### config.mk
export PLATFORM = sky130hd
export DESIGN_NAME = uart_tx_fifo_param
export DESIGN_NICKNAME = d
export VERILOG_FILES = /design/src/rtl/uart_pkg.sv /design/src/rtl/uart_sync_fifo.sv /design/src/rtl/uart_tx_fifo_param.sv
export SDC_FILE = /design/constraint.sdc
export NUM_CORES = 1
export LEC_CHECK = 0
export ABC_AREA = 1
export CAP_MARGIN = 20
export CORE_AREA = 2 2 74 76
export CTS_BUF_LIST = sky130_fd_sc_hd__clkbuf_16
export DETAILED_ROUTE_END_ITERATION = 10
export DIE_AREA = 0 0 76 78
export GPL_TIMING_DRIVEN = 0
export PLACE_DENSITY = 0.89
export SLEW_MARGIN = 0
export SYNTH_ARGS = -nofsm -noshare
export SYNTH_HDL_FRONTEND = slang
export SYNTH_HIERARCHICAL = 1
export SYNTH_SLANG_ARGS = --single-unit
### constraint.sdc
create_clock -name clk -period 4.7 [get_ports clk]
set_input_delay 0.94 -clock clk [delete_from_list [all_inputs] [get_ports clk]]
set_output_delay 0.94 -clock clk [all_outputs]
set_load 0.005 [all_outputs]
### src/rtl/uart_pkg.sv
// Shared types and constants for the parametrised UART transmitter and its FIFO.
package uart_pkg;

    typedef enum logic [2:0] {
        IDLE,
        START,
        DATA,
        PARITY,
        STOP
    } tx_state_e;

    localparam logic PAR_EVEN = 1'b0;
    localparam logic PAR_ODD  = 1'b1;

    // Counter width able to hold 0..n-1, never narrower than one bit.
    function automatic int unsigned cnt_w(input int unsigned n);
        return (n > 1) ? $clog2(n) : 1;
    endfunction

endpackage

### src/rtl/uart_sync_fifo.sv
// Single-clock FIFO with registered full/empty/count; head word is read combinationally.
module uart_sync_fifo #(
    parameter int unsigned WIDTH = 8,
    parameter int unsigned DEPTH = 4
) (
    input  logic                     clk,
    input  logic                     rst,
    input  logic                     push_i,
    input  logic                     pop_i,
    input  logic [WIDTH-1:0]         wdata_i,
    output logic [WIDTH-1:0]         rdata_c,
    output logic                     full_o,
    output logic                     empty_o,
    output logic [$clog2(DEPTH):0]   count_o
);

    localparam int unsigned AW = $clog2(DEPTH);
    localparam int unsigned CW = AW + 1;

    logic [WIDTH-1:0] mem_q [DEPTH];
    logic [AW-1:0]    wr_ptr_q, wr_ptr_d;
    logic [AW-1:0]    rd_ptr_q, rd_ptr_d;
    logic [CW-1:0]    count_q, count_d;
    logic             full_q, full_d;
    logic             empty_q, empty_d;
    logic             do_push, do_pop;

    // Pushes and pops are qualified by the registered flags only.
    always_comb begin
        do_push  = push_i && !full_q;
        do_pop   = pop_i && !empty_q;
        wr_ptr_d = wr_ptr_q + AW'(do_push);
        rd_ptr_d = rd_ptr_q + AW'(do_pop);
        count_d  = count_q;
        if (do_push && !do_pop) begin
            count_d = count_q + CW'(1);
        end else if (do_pop && !do_push) begin
            count_d = count_q - CW'(1);
        end
        full_d  = (count_d == CW'(DEPTH));
        empty_d = (count_d == '0);
    end

    always_ff @(posedge clk or negedge rst) begin
        if (!rst) begin
            wr_ptr_q <= '0;
            rd_ptr_q <= '0;
            count_q  <= '0;
            full_q   <= 1'b0;
            empty_q  <= 1'b1;
        end else begin
            wr_ptr_q <= wr_ptr_d;
            rd_ptr_q <= rd_ptr_d;
            count_q  <= count_d;
            full_q   <= full_d;
            empty_q  <= empty_d;
        end
    end

    always_ff @(posedge clk) begin
        if (do_push) begin
            mem_q[wr_ptr_q] <= wdata_i;
        end
    end

    assign rdata_c = mem_q[rd_ptr_q];
    assign full_o  = full_q;
    assign empty_o = empty_q;
    assign count_o = count_q;

endmodule

### src/rtl/uart_tx_fifo_param.sv
// Parametrised UART transmitter: FIFO-buffered words serialised LSB-first with
// start bit, optional parity and 1 or 2 stop bits; frames run back-to-back.
module uart_tx_fifo_param
    import uart_pkg::*;
#(
    parameter int unsigned DATA_W       = 8,
    parameter int unsigned CLKS_PER_BIT = 4,
    parameter int unsigned PARITY_EN    = 0,
    parameter int unsigned PARITY_ODD   = 0,
    parameter int unsigned STOP_BITS    = 1,
    parameter int unsigned FIFO_DEPTH   = 4
) (
    input  logic                          clk,
    input  logic                          rst,
    input  logic                          load,
    input  logic [DATA_W-1:0]             data_in,
    output logic                          tx1,
    output logic                          parallel_in_active,
    output logic                          fifo_full,
    output logic [$clog2(FIFO_DEPTH):0]   fifo_count,
    output logic                          overflow
);

    localparam int unsigned DIV_W = cnt_w(CLKS_PER_BIT);
    localparam int unsigned BIT_W = cnt_w(DATA_W);

    localparam logic             PAR_MODE  = (PARITY_ODD != 0) ? PAR_ODD : PAR_EVEN;
    localparam logic [DIV_W-1:0] DIV_LAST  = DIV_W'(CLKS_PER_BIT - 1);
    localparam logic [BIT_W-1:0] DATA_LAST = BIT_W'(DATA_W - 1);
    localparam logic [BIT_W-1:0] STOP_LAST = BIT_W'(STOP_BITS - 1);

    tx_state_e            state_q, state_d;
    logic [DIV_W-1:0]     div_q, div_d;
    logic [BIT_W-1:0]     bit_q, bit_d;
    logic [DATA_W-1:0]    shift_q, shift_d;
    logic                 par_q, par_d;
    logic                 tx_q, tx_d;
    logic                 active_q, active_d;
    logic                 ovf_q, ovf_d;
    logic                 div_tc;
    logic                 pop;

    logic [DATA_W-1:0]    fifo_rdata;
    logic                 fifo_empty;
    logic                 fifo_full_w;
    logic [$clog2(FIFO_DEPTH):0] fifo_count_w;

    uart_sync_fifo #(
        .WIDTH (DATA_W),
        .DEPTH (FIFO_DEPTH)
    ) u_fifo (
        .clk     (clk),
        .rst     (rst),
        .push_i  (load && !fifo_full_w),
        .pop_i   (pop),
        .wdata_i (data_in),
        .rdata_c (fifo_rdata),
        .full_o  (fifo_full_w),
        .empty_o (fifo_empty),
        .count_o (fifo_count_w)
    );

    // Next-state logic; line value is derived from the state being entered so tx1 is registered.
    always_comb begin
        state_d = state_q;
        div_d   = div_q;
        bit_d   = bit_q;
        shift_d = shift_q;
        par_d   = par_q;
        pop     = 1'b0;
        div_tc  = (div_q == DIV_LAST);
        ovf_d   = load && fifo_full_w;

        if (state_q != IDLE) begin
            div_d = div_tc ? '0 : div_q + DIV_W'(1);
        end

        unique case (state_q)
            IDLE: begin
                pop = !fifo_empty;
            end
            START: begin
                if (div_tc) begin
                    state_d = DATA;
                end
            end
            DATA: begin
                if (div_tc) begin
                    if (bit_q == DATA_LAST) begin
                        bit_d   = '0;
                        state_d = (PARITY_EN != 0) ? PARITY : STOP;
                    end else begin
                        bit_d   = bit_q + BIT_W'(1);
                        shift_d = {1'b0, shift_q[DATA_W-1:1]};
                    end
                end
            end
            PARITY: begin
                if (div_tc) begin
                    state_d = STOP;
                end
            end
            STOP: begin
                if (div_tc) begin
                    if (bit_q == STOP_LAST) begin
                        bit_d   = '0;
                        state_d = IDLE;
                        pop     = !fifo_empty;
                    end else begin
                        bit_d = bit_q + BIT_W'(1);
                    end
                end
            end
            default: begin
                state_d = IDLE;
            end
        endcase

        // A pop always launches a fresh frame from the FIFO head.
        if (pop) begin
            state_d = START;
            div_d   = '0;
            bit_d   = '0;
            shift_d = fifo_rdata;
            par_d   = (^fifo_rdata) ^ PAR_MODE;
        end

        unique case (state_d)
            START:   tx_d = 1'b0;
            DATA:    tx_d = shift_d[0];
            PARITY:  tx_d = par_d;
            default: tx_d = 1'b1;
        endcase
        active_d = (state_d != IDLE);
    end

    always_ff @(posedge clk or negedge rst) begin
        if (!rst) begin
            state_q  <= IDLE;
            div_q    <= '0;
            bit_q    <= '0;
            shift_q  <= '0;
            par_q    <= 1'b0;
            tx_q     <= 1'b1;
            active_q <= 1'b0;
            ovf_q    <= 1'b0;
        end else begin
            state_q  <= state_d;
            div_q    <= div_d;
            bit_q    <= bit_d;
            shift_q  <= shift_d;
            par_q    <= par_d;
            tx_q     <= tx_d;
            active_q <= active_d;
            ovf_q    <= ovf_d;
        end
    end

    assign tx1                = tx_q;
    assign parallel_in_active = active_q;
    assign fifo_full          = fifo_full_w;
    assign fifo_count         = fifo_count_w;
    assign overflow           = ovf_q;

endmodule

# Word level (Yosys, flattened, before mapping)

Memories as Yosys holds them, arrays and structs flattened.
Cells that the tools add are included.

Add/subtract/negate cells: 6
Equality and inequality tests: 13
Multiplexer cells: 30
Reduce and logical (&&, ||, !) cells: 22

Operator list:

| kind                  | count |
|---|---|
| $mux W3               | 14 |
| $mux W8               | 4 |
| $pmux W3 S5           | 1 |
| $eq A3 B2 Y1 const B  | 4 |
| $eq A3 B3 Y1 const B  | 3 |
| $logic_not A3 Y1      | 3 |
| $reduce_bool A3 Y1    | 3 |
| $reduce_xor A8 Y1     | 1 |
| $add A3 B1 Y3 const B | 2 |
| $eq A3 B1 Y1 const B  | 2 |
| $logic_and A1 B1 Y1   | 6 |
| $mux W2               | 3 |
| $ne A3 B2 Y1 const B  | 2 |
| $pmux W3 S2           | 1 |
| $reduce_and A3 Y1     | 2 |
| $reduce_bool A2 Y1    | 3 |
| $mux W1               | 5 |
| $add A2 B1 Y2         | 2 |
| $logic_not A1 Y1      | 4 |
| $pmux W1 S3           | 1 |
| $sub A3 B1 Y3 const B | 1 |
| $add A2 B1 Y2 const B | 1 |
| $eq A2 B2 Y1 const B  | 1 |
| $ne A2 B1 Y1 const B  | 1 |
| $pmux W1 S2           | 1 |

Bits in writable memories: 32
Word-level logic and storage cells: 86
Memories kept: 1
Bits of input ports: 11
Register bits after elaboration: 29

Memory list:

| name         | depth | width | rd ports | clocked after Yosys merged registers in | write ports | RTL line             | RTL |
|---|---|---|---|---|---|---|---|
| u_fifo.mem_q | 4     | 8     | 1        | 0                                       | 1           | uart_sync_fifo.sv:20 | `logic [WIDTH-1:0] mem_q [DEPTH];` |

# Logic depth before layout (Yosys ltp)

Gate-level depths: netlist of run 1.

Word-level depth: 9
Mapped depth: 15

# By module

The synthesis of run 1 kept the hierarchy.

Modules (own cells, without submodules):

| module             | area an instance (µm²) | seq. area each (µm²) | times used | cells an instance |
|---|---|---|---|---|
| uart_sync_fifo     | 1740.4                 | 1187.4               | 1          | 151 |
| uart_tx_fifo_param | 1261.2                 | 501.7                | 1          | 169 |

# Worst setup path before layout of run 1

No wires, ideal clock.

Kind: input -> register
Start: in load
End: mem u_fifo.mem_q[0][0], enable pin
Required time: 4.317 ns
Arrival: 1.827 ns
Stages: 4
Slack: 2.490 ns
Cell sequence: inv_1 nor2_1 nand2_2 nor3_1

Cells in the longest elaborated chain, start to end: 4

RTL lines:

| item                          | RTL line                 | RTL |
|---|---|---|
| start: declaration            | uart_tx_fifo_param.sv:15 | `input logic load,` |
| $logic_and A1 B1 Y1           | uart_tx_fifo_param.sv:54 | `.push_i (load && !fifo_full_w),` |
| $logic_and A1 B1 Y1           | uart_sync_fifo.sv:30     | `do_push = push_i && !full_q;` |
| $mux W1                       | uart_sync_fifo.sv:61     | `if (do_push) begin` |
| $mux W1 (not written as such) | uart_sync_fifo.sv:62     | `mem_q[wr_ptr_q] <= wdata_i;` |
| end: declaration              | uart_sync_fifo.sv:20     |  |

Every way passes these cells.

# Final worst setup path of run 1

Start: in load
End: mem u_fifo.mem_q[3][7], enable pin

The elaborated chain is that of the path after synthesis.

==> reports/results.ini, run 1 <==
[route]
post-route-drc-count = 0
routed_wire_length_per_instance_um = 13.35
pre_repair_dr_iteration_count = 4
via_count = 2215
drtIter0Drc = 124
number_of_nets_still_failing_antenna_checks_after_routing = 0
wirelength_mm = 5.672
via_per_inst = 5.212

[floorplanning]
chipHeight_um = 78
die_boundary_width_um = 76
core_area_um2 = 5042
placementRows = 26
floorplan.io_pins = 18
start_util_pct = 59.53
design.die.area_um2 = 5928

[synthesis]
synth-edff-count = 32
yosys_most_used_dff = sky130_fd_sc_hd__edfxtp_1
number_of_synthesized_register_bits = 61
synth_cell_types = 34
fraction_of_registers_with_async_set_or_reset_after_synthesis_pct = 47.54
dominant_combinational_cell_family_by_area_after_synthesis = simple AND/OR/NAND/NOR gates
synth-adder-area-share_pct = 2.501
mux_share_of_post_synthesis_cell_area_pct = 0
synth_area_um2 = 3002
synthXorXnorAreaFrac_pct = 2.043
yosys_warnings = 6
synthesis.nets = 337
seq_area_frac_synth_pct = 56.27
synthSimpleGateAreaFrac_pct = 23.51
netlist_instances = 320
post_synth.cell_area_avg_um2 = 9.380
fraction_of_the_mapped_netlist_area_in_compound_gates_pct = 8.754

[sta]
worst_slew_pin_slew_ns = 0.7825
slew_hr_pct = 47.64
final-max-slew-violation-count = 0
setup-violations-final = 0
rsz0062_at_grt = no
timing_hold_violations_final = 0
finalWorstPathRequiredPeriod_ns = 2.617
clock_skew_ns = 0.003933
fmax_ghz = 0.3821
tns_setup_ns = 0
min_period_over_period_pct = 55.69

[global_routing]
number_of_antenna_violations_at_the_first_check_in_global_routing = 0
globalRouteTotalUtil_pct = 21.24
grt_pass1_vias = 2224
maximum_number_of_pins_on_one_net_before_global_route_repair = 22
grt-ovfl-total = 0
grt_first_pass_wirelength_mm = 9.742

[clocking]
worst_setup_hold_path_clk_slew_ns = 0.05
postCtsSetupBuffers = 0
cts_root_buf = sky130_fd_sc_hd__clkbuf_16
insertion_delay_ns = 0.32
clockBufferDepth = 2
cts_tree = yes
number_of_buffers_added_by_the_clock_tree_synthesis_step = 9
ctsResizeCount = 0
hold_buffers = 0
ctsHtreeMaxLevel = 3
number_of_clock_sinks = 61

[setup_path]
setup.worst_path.start_class = input pin
worst-path-max-fanout = 8
worst_ep_required_time_ns = 4.65
arrival_time_of_the_worst_setup_path_ns = 2.57
critical-path-slowest-cell = sky130_fd_sc_hd__nor2_1
worst_path_cell_chain = clkdlybuf4s50_1, inv_1, nor2_1, inv_1, nor2_4, nand2_1, nor2_1
cp-end-kind = register
worst_path_largest_cell_delay_ns = 0.61
class_of_the_most_critical_setup_path = in -> reg

[job]
max_cap_viol_count = 0

[finish]
nFillCells = 364
finalNetCount = 368
multi_input_area_um2 = 1105
insertedDiodeCount = 0
final_standard_cell_utilization_of_the_core_pct = 70.99
syn_to_final_growth_pct = 19.26
layout_commonest_cell = sky130_fd_sc_hd__nand2_1
drive_above_1_share_pct = 16.34
final-seq-area_um2 = 1689
layout_common_cells = 64 x sky130_fd_sc_hd__nand2_1, 40 x sky130_fd_sc_hd__nor2_1, 38 x sky130_fd_sc_hd__inv_1

[min_path]
hold_class = reg -> reg

[pwr]
cell_area_power_density_nw_per_um2 = 761.8
vdd_ir_drop_max_mv = 0.4890
p_leak_uw = 0.001604

[placed_design]
post-dp-hpwl_mm = 3.866
routabilityCongestion = 0.8503
placement.io_buffers = 17

[run_status]
status = finished clean

-- metal layers --
metal / wire (µm) / GRT usage (%) / share of wire (%) / up-vias
met2: 2907 / 37.05 / 51 / 62
met5: 0 / 0 / 0 / -
li1: - / - / - / 1108
met4: 123 / 9.636 / 2.2 / 0
met3: 275 / 6.744 / 4.8 / 12
met1: 2365 / 23.94 / 42 / 1033
-- metrics by stage --
step | total power, µW | setup slack [ns] | instances | hold WS [ns] | cell area, µm²
2_1_floorplan | 1790 | 2.490 | 320 | 0.4591 | 3002
3_3_place_gp | 2032 | 1.629 | 407 | 0.4772 | 3259
3_5_place_dp | 2098 | 1.724 | 410 | 0.4838 | 3299
4_1_cts | 2735 | 2.052 | 425 | 0.5016 | 3580
5_1_grt | 2944 | 1.931 | 425 | 0.5209 | 3580
6_report | 2727 | 2.083 | 425 | 0.4967 | 3580
-- final cells by class --
cell class              count  area share [%]
clock inverters             6           1.538
repair buffers             20           5.872
clock buffers               9           6.292
multi-input cells         207           30.86
inverters                  46           4.824
well taps                  70           2.447
plain buffers               6          0.9787
flip-flops and latches     61           47.19
-- worst max-delay path: cells and delay by family --
family / cells / cell delay (ns)
simple gates: 4 / 1.00
buf+inv: 3 / 0.61
-- registers in the layout, indices dropped and copies added, names as in the netlist, 2 cells and up --
| signal | count |
|---|---|
| u_fifo/mem_q | 32 |
| u_fifo/count_o | 3 |
| bit_q | 3 |
| shift_q | 8 |
| u_fifo/rd_ptr_q | 2 |
| div_q | 2 |
| u_fifo/wr_ptr_q | 2 |
| state_q | 3 |
-- kinds of logic (layout without fill, tap and decap cells) --
group           Yosys count  after routing
fa+ha+maj                 6              6
buf+inv                  52             87
flops                    61             61
simple gates            149            149
xor+xnor                  7              7
compound gates           45             45
-- power breakdown --
group | internal (µW) | leakage [µW] | switching, µW | total, µW
registers | 763 | 0.000640 | 108 | 871
logic | 459 | 0.000827 | 780 | 1240
clock network | 400 | 0.000136 | 216 | 617
-- cells in the mapped netlist, types with 2 or more instances --
library cell,instances,share of area [%]
sky130_fd_sc_hd__buf_2,3,0.50
sky130_fd_sc_hd__buf_4,2,0.50
sky130_fd_sc_hd__dfrtp_1,27,23
sky130_fd_sc_hd__dfstp_2,2,1.8
sky130_fd_sc_hd__edfxtp_1,32,32
sky130_fd_sc_hd__ha_1,6,2.5
sky130_fd_sc_hd__inv_1,38,4.8
sky130_fd_sc_hd__inv_2,7,0.88
sky130_fd_sc_hd__nand2_1,64,8.0
sky130_fd_sc_hd__nand2_2,12,2.5
sky130_fd_sc_hd__nand2_4,2,0.75
sky130_fd_sc_hd__nand3_1,12,2.0
sky130_fd_sc_hd__nand3_2,3,1.0
sky130_fd_sc_hd__nand4_1,2,0.42
sky130_fd_sc_hd__nor2_1,40,5.0
sky130_fd_sc_hd__nor2_2,3,0.63
sky130_fd_sc_hd__nor2_4,2,0.75
sky130_fd_sc_hd__nor3_1,3,0.50
sky130_fd_sc_hd__o21ai_0,22,3.7
sky130_fd_sc_hd__o21ai_1,3,0.50
sky130_fd_sc_hd__o22ai_1,16,3.3
sky130_fd_sc_hd__or2_1,2,0.42
sky130_fd_sc_hd__xnor2_1,3,0.88
sky130_fd_sc_hd__xor2_1,4,1.2
-- final timing paths --
kind	to	startpoint	depth (start not counted)	slack, ns
min	shift_q[7]	shift_q[7]	2	0.50
min reg2reg	shift_q[7]	shift_q[7]	2	0.50
min in group asynchronous	bit_q[2]	rst	1	0.95
max in group asynchronous	u_fifo/empty_o	rst	2	3.20
max reg2reg	par_q	u_fifo/rd_ptr_q[0]	13	2.45
max	u_fifo/mem_q[3][7]	load	7	2.08
Power figures use the tool's default switching activity.
==> run 2: changes to the inputs <==
- CORE_AREA: 2 2 74 76 -> 2 2 75 77
- DIE_AREA: 0 0 76 78 -> 0 0 77 79
- PLACE_DENSITY: 0.89 -> 0.87
- clock period: 4.7 -> 2.44 ns (I/O delays scaled with it)
==> reports/results.ini, run 2 (synthesized netlist as in run 1, its figures left out) <==
[finish]
registers.top_by_ff_count = u_fifo/mem_q  ; unchanged
drive_above_1_share_pct = 17.70  ; was 16.34%
layout_common_cells = 64 x sky130_fd_sc_hd__nand2_1, 40 x sky130_fd_sc_hd__nor2_1, 38 x sky130_fd_sc_hd__inv_1  ; unchanged
final-seq-area_um2 = 1689  ; unchanged
nFillCells = 420  ; was 364
insertedDiodeCount = 0  ; unchanged
multi_input_area_um2 = 1124  ; was 1105 µm²
final_cell_area_um2 = 3615  ; was 3580 µm²
layout_commonest_cell = sky130_fd_sc_hd__nand2_1  ; unchanged
syn_to_final_growth_pct = 20.43  ; was 19.26%
finalNetCount = 368  ; unchanged
largest_reg_flops = 32  ; unchanged
layout_top_registers = u_fifo/mem_q x32, shift_q x8  ; unchanged
final_standard_cell_utilization_of_the_core_pct = 67.72  ; was 70.99%

[floorplanning]
chipHeight_um = 79  ; was 78 µm
placementRows = 27  ; was 26
floorplan.io_pins = 18  ; unchanged
design.die.area_um2 = 6083  ; was 5928 µm²
start_util_pct = 56.24  ; was 59.53%
die_boundary_width_um = 77  ; was 76 µm
core_area_um2 = 5338  ; was 5042 µm²

[placed_design]
routabilityCongestion = 0.8452  ; was 0.8503
placement.setup.worst_slack_ns = -0.07550  ; was 1.724 ns
post-dp-hpwl_mm = 3.954  ; was 3.866 mm
placed_area_um2 = 3304  ; was 3299 µm²
placement.io_buffers = 17  ; unchanged

[min_path]
hold_path_depth = 2  ; unchanged
hold_class = reg -> reg  ; unchanged

[pwr]
p_total_uw = 5335  ; was 2727 µW
cell_internal_pwr_uw = 3155  ; was 1622 µW
power_switching_uw = 2180  ; was 1105 µW
p_seq_share_pct = 31.4  ; was 32.0%
cell_area_power_density_nw_per_um2 = 1476  ; was 761.8 nW/µm²
p_clk_share_pct = 22.9  ; was 22.6%
p_leak_uw = 0.001613  ; was 0.001604 µW
vdd_ir_drop_max_mv = 0.8241  ; was 0.4890 mV
combinational_cell_fraction_of_total_power_pct = 45.7  ; was 45.4%
power.share.switching_pct = 40.86  ; was 40.52%

[clocking]
number_of_clock_sinks = 61  ; unchanged
cts_root_buf = sky130_fd_sc_hd__clkbuf_16  ; unchanged
clockBufferDepth = 2  ; unchanged
cts_tree = yes  ; unchanged
insertion_delay_ns = 0.33  ; was 0.32 ns
postCtsSetupBuffers = 0  ; unchanged
ctsHtreeMaxLevel = 3  ; unchanged
worst_setup_hold_path_clk_slew_ns = 0.05  ; about the same
number_of_buffers_added_by_the_clock_tree_synthesis_step = 9  ; unchanged
hold_buffers = 0  ; unchanged

[job]
max_cap_viol_count = 0  ; unchanged

[sta]
rsz0062_at_grt = no  ; unchanged
setup-violations-final = 0  ; unchanged
hold-worst-slack_ns = 0.4917  ; was 0.4967 ns
postLayoutSetupSlackWorst_ns = 0.2054  ; was 2.083 ns
finalWorstPathRequiredPeriod_ns = 2.235
final-max-slew-violation-count = 0  ; unchanged
worst_slew_pin_slew_ns = 0.8157  ; was 0.7825 ns
clock_skew_ns = 0.004505  ; was 0.003933 ns
fmax_ghz = 0.4475
timing_hold_violations_final = 0  ; unchanged
slew_hr_pct = 45.20  ; was 47.64%
min_period_over_period_pct = 91.58

[route]
routed_wire_length_per_instance_um = 13.59  ; was 13.35 µm
via_per_inst = 5.259  ; was 5.212
wirelength_mm = 5.815  ; was 5.672 mm
pre_repair_dr_iteration_count = 4  ; unchanged
via_count = 2251  ; was 2215
post-route-drc-count = 0  ; unchanged
drtIter0Drc = 144  ; was 124
number_of_nets_still_failing_antenna_checks_after_routing = 0  ; unchanged

[setup_path]
worst_path_largest_cell_delay_ns = 0.39  ; was 0.61 ns
worst_ep_required_time_ns = 2.66  ; was 4.65 ns
cpLargestDelayFamily = buffers and inverters  ; was simple AND/OR/NAND/NOR gates
arrival_time_of_the_worst_setup_path_ns = 2.45  ; was 2.57 ns
class_of_the_most_critical_setup_path = reg -> reg  ; was in -> reg
worst-path-max-fanout = 10  ; was 8
reg2regPathDepth = 13  ; unchanged
critPathBufInv = 4  ; was 3
setup.worst_path.start_class = register  ; was input pin
worst_path_cell_chain = buf_2, inv_1, buf_4, nor2_1, o22ai_1, nor2_1, inv_1, nand2_1, nand2_1, nand2_1, nand2_1, nand3_1, and2_1  ; was clkdlybuf4s50_1, inv_1, nor2_1, inv_1, nor2_4, nand2_1, nor2_1
crit_path_frequent_cell = sky130_fd_sc_hd__nand2_1
cp-end-kind = register  ; unchanged
critical-path-slowest-cell = sky130_fd_sc_hd__o22ai_1  ; was sky130_fd_sc_hd__nor2_1
crit_cells = 13  ; was 7

[global_routing]
grt_pass1_vias = 2261  ; was 2224
maximum_number_of_pins_on_one_net_before_global_route_repair = 18  ; was 22
grt-ovfl-total = 0  ; unchanged
globalRouteTotalUtil_pct = 21.81  ; was 21.24%
number_of_antenna_violations_at_the_first_check_in_global_routing = 0  ; unchanged
grt_first_pass_wirelength_mm = 10.01  ; was 9.742 mm

[run_status]
status = finished clean  ; unchanged

-- run 2: cell count changes in the layout (fill, tap and decap cells not counted) --
cell	change
sky130_fd_sc_hd__o22ai_1	-3
sky130_fd_sc_hd__o22ai_2	+3
sky130_fd_sc_hd__clkinvlp_4	+2
sky130_fd_sc_hd__buf_2	-1
sky130_fd_sc_hd__buf_4	+1
sky130_fd_sc_hd__clkinv_1	-1
-- run 2: layer usage --
| layer | global-route usage [%] | part of all wire (%) | vias to the layer above |
|---|---|---|---|
| met4 | 12.32 | 2.6 | 0 |
| met5 | 0 | 0 | - |
| met3 | 5.000 | 3.6 | 12 |
| met2 | 39.04 | 53 | 54 |
| li1 | - | - | 1108 |
| met1 | 24.01 | 41 | 1077 |
-- run 2: layout make-up --
| class | instances | area share, % |
|---|---|---|
| inverters | 46 | 4.777 |
| flip-flops and latches | 61 | 46.73 |
| plain buffers | 6 | 0.9692 |
| well taps | 72 | 2.492 |
| clock inverters | 7 | 1.835 |
| clock buffers | 9 | 6.231 |
| multi-input cells | 207 | 31.08 |
| repair buffers | 20 | 5.884 |
-- run 2: through the flow --
step / TNS (ns) / std cells
2_1_floorplan: 0 / 320
3_3_place_gp: -3.230 / 409
3_5_place_dp: -0.8019 / 412
4_1_cts: 0 / 428
5_1_grt: 0 / 428
6_report: 0 / 428
-- run 2: worst paths after layout --
kind                                   to               start  slack, ns
setup / recovery                    par_q  u_fifo/rd_ptr_q[0]       0.21
hold / removal                 shift_q[7]          shift_q[7]       0.49
setup reg to reg                    par_q  u_fifo/rd_ptr_q[0]       0.21
hold reg to reg                shift_q[7]          shift_q[7]       0.49
max in group asynchronous  u_fifo/empty_o                 rst       1.26
min in group asynchronous        bit_q[1]                 rst       0.58
-- run 2: worst min-delay path, delay by kind of cell, from the launching register on --
kind | cells | cell delay [ns]
AO/OA/AOI/OAI | 1 | 0.06
flip-flops | 1 | 0.34
AND/OR/NAND/NOR | 1 | 0.05
-- run 2: timing repair --
item | in CTS | in global routing
endpoints found under the hold margin | 0 | 0
gates resized for setup | 0 | 3
endpoints found under the setup margin | 0 | 2
-- run 2: power groups by stage --
stage	clock [µW]	combinational, µW	sequential [µW]
finish	1220	2440	1680
global route	1300	2760	1710
CTS	1250	2410	1670
detailed placement	0	2370	1690
global placement	0	2250	1670
floorplan	0	1800	1640
==> run 3: changes to the inputs <==
- CORE_AREA: 2 2 75 77 -> 2 2 74 76
- DIE_AREA: 0 0 77 79 -> 0 0 76 78
- DONT_BUFFER_PORTS: not set -> 1
- PLACE_DENSITY: 0.87 -> 0.84
- TNS_END_PERCENT: not set -> 20
==> reports/results.ini, run 3 (synthesized netlist as in run 1, its figures left out) <==
[run_status]
status = finished clean  ; unchanged

[finish]
nFillCells = 362  ; was 420
drive_above_1_share_pct = 18.24  ; was 17.70%
layout_commonest_cell = sky130_fd_sc_hd__nand2_1  ; unchanged
post_layout_nonfiller_instances = 410  ; was 428
final-seq-area_um2 = 1689  ; unchanged
insertedDiodeCount = 0  ; unchanged
finalNetCount = 352  ; was 368
largest_reg_flops = 32  ; unchanged
layout_top_registers = u_fifo/mem_q x32, shift_q x8  ; unchanged
registers.top_by_ff_count = u_fifo/mem_q  ; unchanged
multi_input_area_um2 = 1117  ; was 1124 µm²
syn_to_final_growth_pct = 16.13  ; was 20.43%
layout_common_cells = 64 x sky130_fd_sc_hd__nand2_1, 40 x sky130_fd_sc_hd__nor2_1, 38 x sky130_fd_sc_hd__inv_1  ; unchanged

[sta]
fmax_ghz = 0.4592  ; was 0.4475 GHz
rsz0062_at_grt = no  ; unchanged
finalWorstPathRequiredPeriod_ns = 2.178  ; was 2.235 ns
min_period_over_period_pct = 89.24  ; was 91.58%
clock_skew_ns = 0.005778  ; was 0.004505 ns
final-max-slew-violation-count = 0  ; unchanged
setup-violations-final = 0  ; unchanged
timing_hold_violations_final = 0  ; unchanged
slew_hr_pct = 49.50  ; was 45.20%
worst_slew_pin_slew_ns = 0.7546  ; was 0.8157 ns
tns_setup_ns = 0  ; unchanged

[setup_path]
worst_ep_required_time_ns = 2.66  ; about the same
cp-end-kind = register  ; unchanged
worst_path_largest_cell_delay_ns = 0.36  ; was 0.39 ns
arrival_time_of_the_worst_setup_path_ns = 2.40  ; was 2.45 ns
setup.worst_path.start_class = register  ; unchanged
class_of_the_most_critical_setup_path = reg -> reg  ; unchanged
worst_path_cell_chain = buf_2, inv_1, buf_4, o21ai_0, o22ai_1, inv_1, nand2_1, nand2_1, nand2_1, nand2_1, nand2_1, nand3_1, and2_1  ; was buf_2, inv_1, buf_4, nor2_1, o22ai_1, nor2_1, inv_1, nand2_1, nand2_1, nand2_1, nand2_1, nand3_1, and2_1
worst-path-max-fanout = 10  ; unchanged
critical-path-slowest-cell = sky130_fd_sc_hd__dfrtp_1  ; was sky130_fd_sc_hd__o22ai_1
critPathBufInv = 4  ; unchanged
cpLargestDelayFamily = buffers and inverters  ; unchanged
crit_path_frequent_cell = sky130_fd_sc_hd__nand2_1  ; unchanged

[floorplanning]
floorplan.io_pins = 18  ; unchanged
placementRows = 26  ; was 27
chipHeight_um = 78  ; was 79 µm
start_util_pct = 59.53  ; was 56.24%
design.die.area_um2 = 5928  ; was 6083 µm²
die_boundary_width_um = 76  ; was 77 µm
core_area_um2 = 5042  ; was 5338 µm²

[clocking]
cts_tree = yes  ; unchanged
insertion_delay_ns = 0.33  ; about the same
cts_root_buf = sky130_fd_sc_hd__clkbuf_16  ; unchanged
postCtsSetupBuffers = 0  ; unchanged
clockBufferDepth = 2  ; unchanged
ctsHtreeMaxLevel = 3  ; unchanged
worst_setup_hold_path_clk_slew_ns = 0.05  ; about the same
number_of_clock_sinks = 61  ; unchanged
number_of_buffers_added_by_the_clock_tree_synthesis_step = 9  ; unchanged

[global_routing]
maximum_number_of_pins_on_one_net_before_global_route_repair = 28  ; was 18
grt-ovfl-total = 0  ; unchanged
grt_pass1_vias = 2170  ; was 2261
number_of_antenna_violations_at_the_first_check_in_global_routing = 0  ; unchanged
globalRouteTotalUtil_pct = 21.00  ; was 21.81%
grt_first_pass_wirelength_mm = 9.542  ; was 10.01 mm

[route]
post-route-drc-count = 0  ; unchanged
number_of_nets_still_failing_antenna_checks_after_routing = 0  ; unchanged
pre_repair_dr_iteration_count = 4  ; unchanged
wirelength_mm = 5.667  ; was 5.815 mm
routed_wire_length_per_instance_um = 13.82  ; was 13.59 µm
drtIter0Drc = 174  ; was 144
via_per_inst = 5.278  ; was 5.259
via_count = 2164  ; was 2251

[job]
max_cap_viol_count = 0  ; unchanged

[pwr]
p_leak_uw = 0.001569  ; was 0.001613 µW
cell_area_power_density_nw_per_um2 = 1550  ; was 1476 nW/µm²
vdd_ir_drop_max_mv = 1.210  ; was 0.8241 mV

[placed_design]
routabilityCongestion = 0.9073  ; was 0.8452
post-dp-hpwl_mm = 3.731  ; was 3.954 mm
placement.io_buffers = 0  ; was 17
dp_cells = 392  ; was 412

[min_path]
hold_class = in -> reg  ; was reg -> reg

## run 3: where the power goes
group / internal [µW] / switching, µW / leakage [µW]
combinational: 801 / 1480 / 0.000769
clock: 990 / 445 / 0.000159
sequential: 1470 / 214 / 0.000640
total: 3260 / 2140 / 0.00157
## run 3: path summary, 6_finish.rpt
kind                       cells after the start                  to  slack [ns]          startpoint
max reg2reg                                   13               par_q        0.26  u_fifo/rd_ptr_q[0]
min reg2reg                                    2          shift_q[2]        0.51          shift_q[3]
min                                            0  u_fifo/mem_q[0][0]        0.25          data_in[0]
min in group asynchronous                      1      u_fifo/empty_o        0.74                 rst
max in group asynchronous                      2   u_fifo/count_o[0]        1.52                 rst
max                                           13               par_q        0.26  u_fifo/rd_ptr_q[0]
## run 3: repair_timing
action                     4_1_cts  5_1_grt
setup endpoints to repair        0        2
hold endpoints to repair        27        0
resized for setup                0        2
hold buffers                     2        0
## run 3: cell type report
class / instances / share of cell area (%)
inverter: 46 / 4.953
clock buffer: 9 / 6.461
clock inverter: 7 / 3.266
buffer: 6 / 1.005
tap: 70 / 2.513
timing repair buffer: 4 / 1.292
multi-input combinational: 207 / 32.05
sequential: 61 / 48.46
## run 3: per-stage QoR
step,hold slack [ns],setup slack (ns),power (µW),cell area [µm²],util [%]
final,0.2544,0.2625,5404,3486,69.13
after global routing,0.2490,0.07521,5823,3486,69.13
after CTS,0.2501,0.1564,5397,3473,68.88
after detailed placement,0.1933,0.1830,3908,3104,61.56
after global placement,0.1936,0.2100,3810,3089,61.27
after floorplan,0.1924,0.6257,3447,3002,-
## run 3: routing by layer
metal	vias to the layer above	GRT usage [%]	part of all wire (%)
met5	-	0	0
met4	0	13.45	2.5
met1	1019	23.13	40
li1	1079	-	-
met2	50	37.23	52
met3	16	4.186	5.5
==> patch 1, RTL diff (config.mk and constraints of run 1) <==
The output `overflow` loses its register stage (`ovf_q` becomes a continuous assignment).
--- a/src/rtl/uart_tx_fifo_param.sv
+++ b/src/rtl/uart_tx_fifo_param.sv
@@ -143,7 +143,6 @@
             par_q    <= 1'b0;
             tx_q     <= 1'b1;
             active_q <= 1'b0;
-            ovf_q    <= 1'b0;
         end else begin
             state_q  <= state_d;
             div_q    <= div_d;
@@ -152,9 +151,10 @@
             par_q    <= par_d;
             tx_q     <= tx_d;
             active_q <= active_d;
-            ovf_q    <= ovf_d;
         end
     end
+
+    assign ovf_q = ovf_d;
 
     assign tx1                = tx_q;
     assign parallel_in_active = active_q;
Behaviour: not the same (Yosys sat finds a counterexample within 10 cycles, from zero or initial values and one cycle with rst low).
==> patch 1 against run 1 <==
Final area increased by 1.1%. Die area unchanged. Synthesized area decreased by 0.71%. Synthesized cell count decreased by 0.31%. Largest cell class unchanged. Setup slack got worse by 0.34 ns. Wire length increased by 6.0%. Power increased by 4.9%. Maximum frequency decreased by 12%. Sequential cell count decreased by 1.
==> patch 1: results (changes against run 1) <==
[status]
outcome=finished, final reports clean  ; unchanged

[clock_tree]
cts_num_sinks=60  ; was 61
clkTransAtPathRegs_ns=0.05  ; about the same

[worst_setup_path]
timing.critical_path.max_delay_family=buffers and inverters  ; was simple AND/OR/NAND/NOR gates
path_max_fanout=2  ; was 8
critPathMaxStageDelay_ns=0.49  ; was 0.61 ns
cpMaxStageDelayCell=sky130_fd_sc_hd__clkdlybuf4s50_1  ; was sky130_fd_sc_hd__nor2_1
endpoint=overflow  ; was u_fifo/mem_q[3][7]$_DFFE_PP_
reg2reg_slack_ns=2.49  ; was 2.45 ns
critPathArrivalTime_ns=2.02  ; was 2.57 ns

[logic_synthesis]
synth_cell_type_count=32  ; was 34
post_synth_main_area_contributors=sky130_fd_sc_hd__edfxtp_1, sky130_fd_sc_hd__dfrtp_1, sky130_fd_sc_hd__nand2_1  ; unchanged
mappedNetlistNets=336  ; was 337
synth_common_cells=sky130_fd_sc_hd__nand2_1, sky130_fd_sc_hd__nor2_1, sky130_fd_sc_hd__inv_1, sky130_fd_sc_hd__edfxtp_1, sky130_fd_sc_hd__dfrtp_1  ; unchanged
syn_area_mm2=0.00298  ; was 0.00300 mm^2
synth_compound_area_share_pct=8.40  ; was 8.75%
yosys.area_share.xor_xnor_pct=1.47  ; was 2.04%
synthesis.instances=319  ; was 320
synth-adder-area-share_pct=2.52  ; was 2.50%
synth_async_sr_flop_share_pct=46.7  ; was 47.5%

[placement]
dp.final_hpwl_mm=3.96  ; was 3.87 mm
placed_cell_area_mm2=0.00327  ; was 0.00330 mm^2
preCtsSetupSlack_ns=1.67  ; was 1.72 ns
final_wtd_congestion=0.864  ; was 0.850
dp_cells=408  ; was 410

[finish]
n_multi_input_combinational_cell=208  ; was 207
sequential_cell_area_mm2=0.00166  ; was 0.00169 mm^2
final_util_pct=71.8  ; was 71.0%
multi_input_area_mm2=0.00110  ; about the same
clock_buf_inv_share_pct=9.41  ; was 7.83%
nonClockInverterCount=46  ; unchanged
non_clock_buffer_count=25  ; was 26
finish.net_count=367  ; was 368
post_route_cells_drive_above_1_share_pct=16.6  ; was 16.3%
nFillCells=360  ; was 364
nonClkBufAreaFrac_pct=6.92  ; was 6.85%

[global_route]
grt_pass1_vias=2279  ; was 2,224
grt_usage_pct=21.9  ; was 21.2%
first_pass_grt_wire_length_mm=9.80  ; was 9.74 mm
grt_start_max_net_pins=17  ; was 22

[sta]
layout_min_cycle_time_ns=2.96  ; was 2.62 ns
timing.slew.headroom_pct=43.5  ; was 47.6%
skew_ns=0.00385  ; was 0.00393 ns

[routing]
vias_per_cell=5.27  ; was 5.21
route.final.wire_length_mm=6.01  ; was 5.67 mm
drt-initial-drc-count=196  ; was 124

[power_and_ir_drop]
p_seq_mw=0.862  ; was 0.871 mW
total_switching_power_mw=1.14  ; was 1.11 mW
sw_frac_of_total_pct=39.8  ; was 40.5%
p_leak_nw=1.61  ; was 1.60 nW

==> patch 1: worst min-delay path by stage <==
stage | startpoint | to | slack, ns | cells after the start
finish | shift_q[6]$_DFFE_PN0P_ | shift_q[6]$_DFFE_PN0P_ | 0.53 | 2
global route | shift_q[5]$_DFFE_PN0P_ | shift_q[5]$_DFFE_PN0P_ | 0.55 | 2
CTS | shift_q[6]$_DFFE_PN0P_ | shift_q[6]$_DFFE_PN0P_ | 0.53 | 2
detailed placement | shift_q[7]$_DFFE_PN0P_ | shift_q[7]$_DFFE_PN0P_ | 0.50 | 2
global placement | shift_q[7]$_DFFE_PN0P_ | shift_q[7]$_DFFE_PN0P_ | 0.48 | 2
floorplan | shift_q[7]$_DFFE_PN0P_ | shift_q[7]$_DFFE_PN0P_ | 0.46 | 2
==> patch 1: routing by layer <==
metal  track usage (%)  routed length, um  vias up
met5                 0                  0        -
met4              13.5                106        0
met3              6.51                296       12
met2              37.7               3120       65
met1              23.9               2490     1050
li1                  -                  -     1112
==> patch 2, RTL diff (settings of run 1) <==
Made on the original files. Set the parameter `PARITY_ODD` to 1 (it was 0).
--- a/src/rtl/uart_tx_fifo_param.sv
+++ b/src/rtl/uart_tx_fifo_param.sv
@@ -6,7 +6,7 @@
     parameter int unsigned DATA_W       = 8,
     parameter int unsigned CLKS_PER_BIT = 4,
     parameter int unsigned PARITY_EN    = 0,
-    parameter int unsigned PARITY_ODD   = 0,
+    parameter int unsigned PARITY_ODD   = 1,
     parameter int unsigned STOP_BITS    = 1,
     parameter int unsigned FIFO_DEPTH   = 4
 ) (
Check against the original RTL: same outputs for any inputs over 10 cycles, from zero or initial values and one cycle with rst low; that may be too few to reach the edited logic, so the function may still have changed.
==> patch 2 against run 1 <==
Hold slack gained 0.031 ns. Sequential cell count is the same. Sequential power grew 0.6%. Power grew 4.2%. Largest cell class unchanged. First-iteration DRC count grew 27%. Final area grew 0.21%. Wire length grew 6.3%. Non-clock buffer count grew 1. Core utilization grew 0.15 points. Setup slack lost 0.022 ns. Synthesized area shrank 1.5%.
==> patch 2: results (changes against run 1) <==
[status]
outcome=finished, final reports clean  ; unchanged

[logic_synthesis]
synth_cell_type_count=33  ; was 34
synth_common_cells=sky130_fd_sc_hd__nand2_1, sky130_fd_sc_hd__nor2_1, sky130_fd_sc_hd__inv_1, sky130_fd_sc_hd__edfxtp_1, sky130_fd_sc_hd__dfrtp_1  ; unchanged

[min_path]
hold_path_start=u_fifo/wr_ptr_q[0]$_DFF_PN0_  ; was shift_q[7]$_DFFE_PN0P_
hold_path_depth=1  ; was 2

[power_and_ir_drop]
p_leak_nw=1.62  ; was 1.60 nW
worst_ir_drop_vdd_uv=519  ; was 489 uV
p_seq_mw=0.876  ; was 0.871 mW
seq_power_share_pct=30.8  ; was 32.0%

[placement]
placed_cell_area_mm2=0.00326  ; was 0.00330 mm^2
preCtsSetupSlack_ns=1.73  ; was 1.72 ns

[routing]
detail_route.first_pass.iterations=5  ; was 4
drt-initial-drc-count=157  ; was 124
vias_per_cell=5.26  ; was 5.21
route.final.wire_length_mm=6.03  ; was 5.67 mm

[sta]
timing.slew.headroom_pct=46.5  ; was 47.6%
skew_ns=0.00625  ; was 0.00393 ns

[global_route]
first_pass_grt_wire_length_mm=10.1  ; was 9.74 mm
grt_pass1_vias=2228  ; was 2,224
grt.met1_usage_pct=24.9  ; was 23.9%
grt_start_max_net_pins=18  ; was 22
grt_use_met2_pct=39.7  ; was 37.1%
grt_usage_pct=22.1  ; was 21.2%

[finish]
post_route_cells_drive_above_1_share_pct=14.0  ; was 16.3%
nFillCells=354  ; was 364

[worst_setup_path]
critPathMaxStageDelay_ns=0.63  ; was 0.61 ns
reg2reg_slack_ns=2.53  ; was 2.45 ns
crit-reg2reg-capture=tx1$_DFF_PN1_  ; was par_q$_DFF_PN0_
critPathArrivalTime_ns=2.59  ; was 2.57 ns

==> patch 2: cell types whose count changed in the layout (fill, tap and decap cells not counted), moves of 3 or more <==
| cell | delta |
|---|---|
| sky130_fd_sc_hd__nand2_1 | +6 |
| sky130_fd_sc_hd__nand2_2 | -3 |
| sky130_fd_sc_hd__nand3_1 | +6 |
| sky130_fd_sc_hd__o22ai_1 | -7 |
| sky130_fd_sc_hd__a31oi_1 | +6 |
==> patch 2: worst register-to-register path: stages, from the launching register on <==
cell	delay, ns
sky130_fd_sc_hd__dfrtp_1	0.35
sky130_fd_sc_hd__buf_2	0.17
sky130_fd_sc_hd__inv_1	0.21
sky130_fd_sc_hd__buf_4	0.23
sky130_fd_sc_hd__nor2_1	0.05
sky130_fd_sc_hd__o22ai_1	0.38
sky130_fd_sc_hd__nor2_1	0.08
sky130_fd_sc_hd__nor2_1	0.17
sky130_fd_sc_hd__nand2_1	0.08
sky130_fd_sc_hd__nand2_1	0.07
sky130_fd_sc_hd__nand2_1	0.05
sky130_fd_sc_hd__nand3_1	0.08
sky130_fd_sc_hd__nand3_1	0.10
sky130_fd_sc_hd__nand3_1	0.09
==> patch 2: logic make-up after synthesis <==
group	synth area share, %
AO/OA/AOI/OAI	8.00
AND/OR/NAND/NOR	23.8
adder cells (fa/ha/maj)	2.54
flip-flops	57.2
XOR/XNOR	1.48
buffers and inverters	6.99
==> patch 2: how the worst max path moves through the flow <==
stage	startpoint	end	cells past startpoint
global route	load	u_fifo/mem_q[1][5]$_DFFE_PP_	7
global placement	load	u_fifo/mem_q[0][6]$_DFFE_PP_	5
finish	load	u_fifo/mem_q[3][7]$_DFFE_PP_	7
CTS	load	u_fifo/mem_q[3][3]$_DFFE_PP_	7
floorplan	load	u_fifo/mem_q[0][0]$_DFFE_PP_	4
detailed placement	load	u_fifo/mem_q[3][6]$_DFFE_PP_	7
==> patch 2: cell type report <==
class,count,area [um^2],area share (%)
Timing Repair Buffer,20,213,5.93
Multi-Input combinational cell,211,1060,29.5
Clock buffer,9,225,6.28
Sequential cell,61,1690,47.1
Tap cell,70,87.6,2.44
Clock inverter,7,106,2.96
Inverter,42,158,4.39
Buffer,7,48.8,1.36
==> patch 2: routing by layer <==
metal / share of wire [%] / up-vias / wire (um)
met2: 53 / 67 / 3200
met3: 5.1 / 14 / 310
li1: - / 1112 / -
met5: 0 / - / 0
met1: 40 / 1052 / 2420
met4: 1.6 / 0 / 98
==> patch 2: through the flow <==
step	hold WS [ns]	std cells
after floorplan	0.481	321
after global placement	0.504	408
after detailed placement	0.520	411
after CTS	0.533	427
after global routing	0.562	427
final	0.528	427
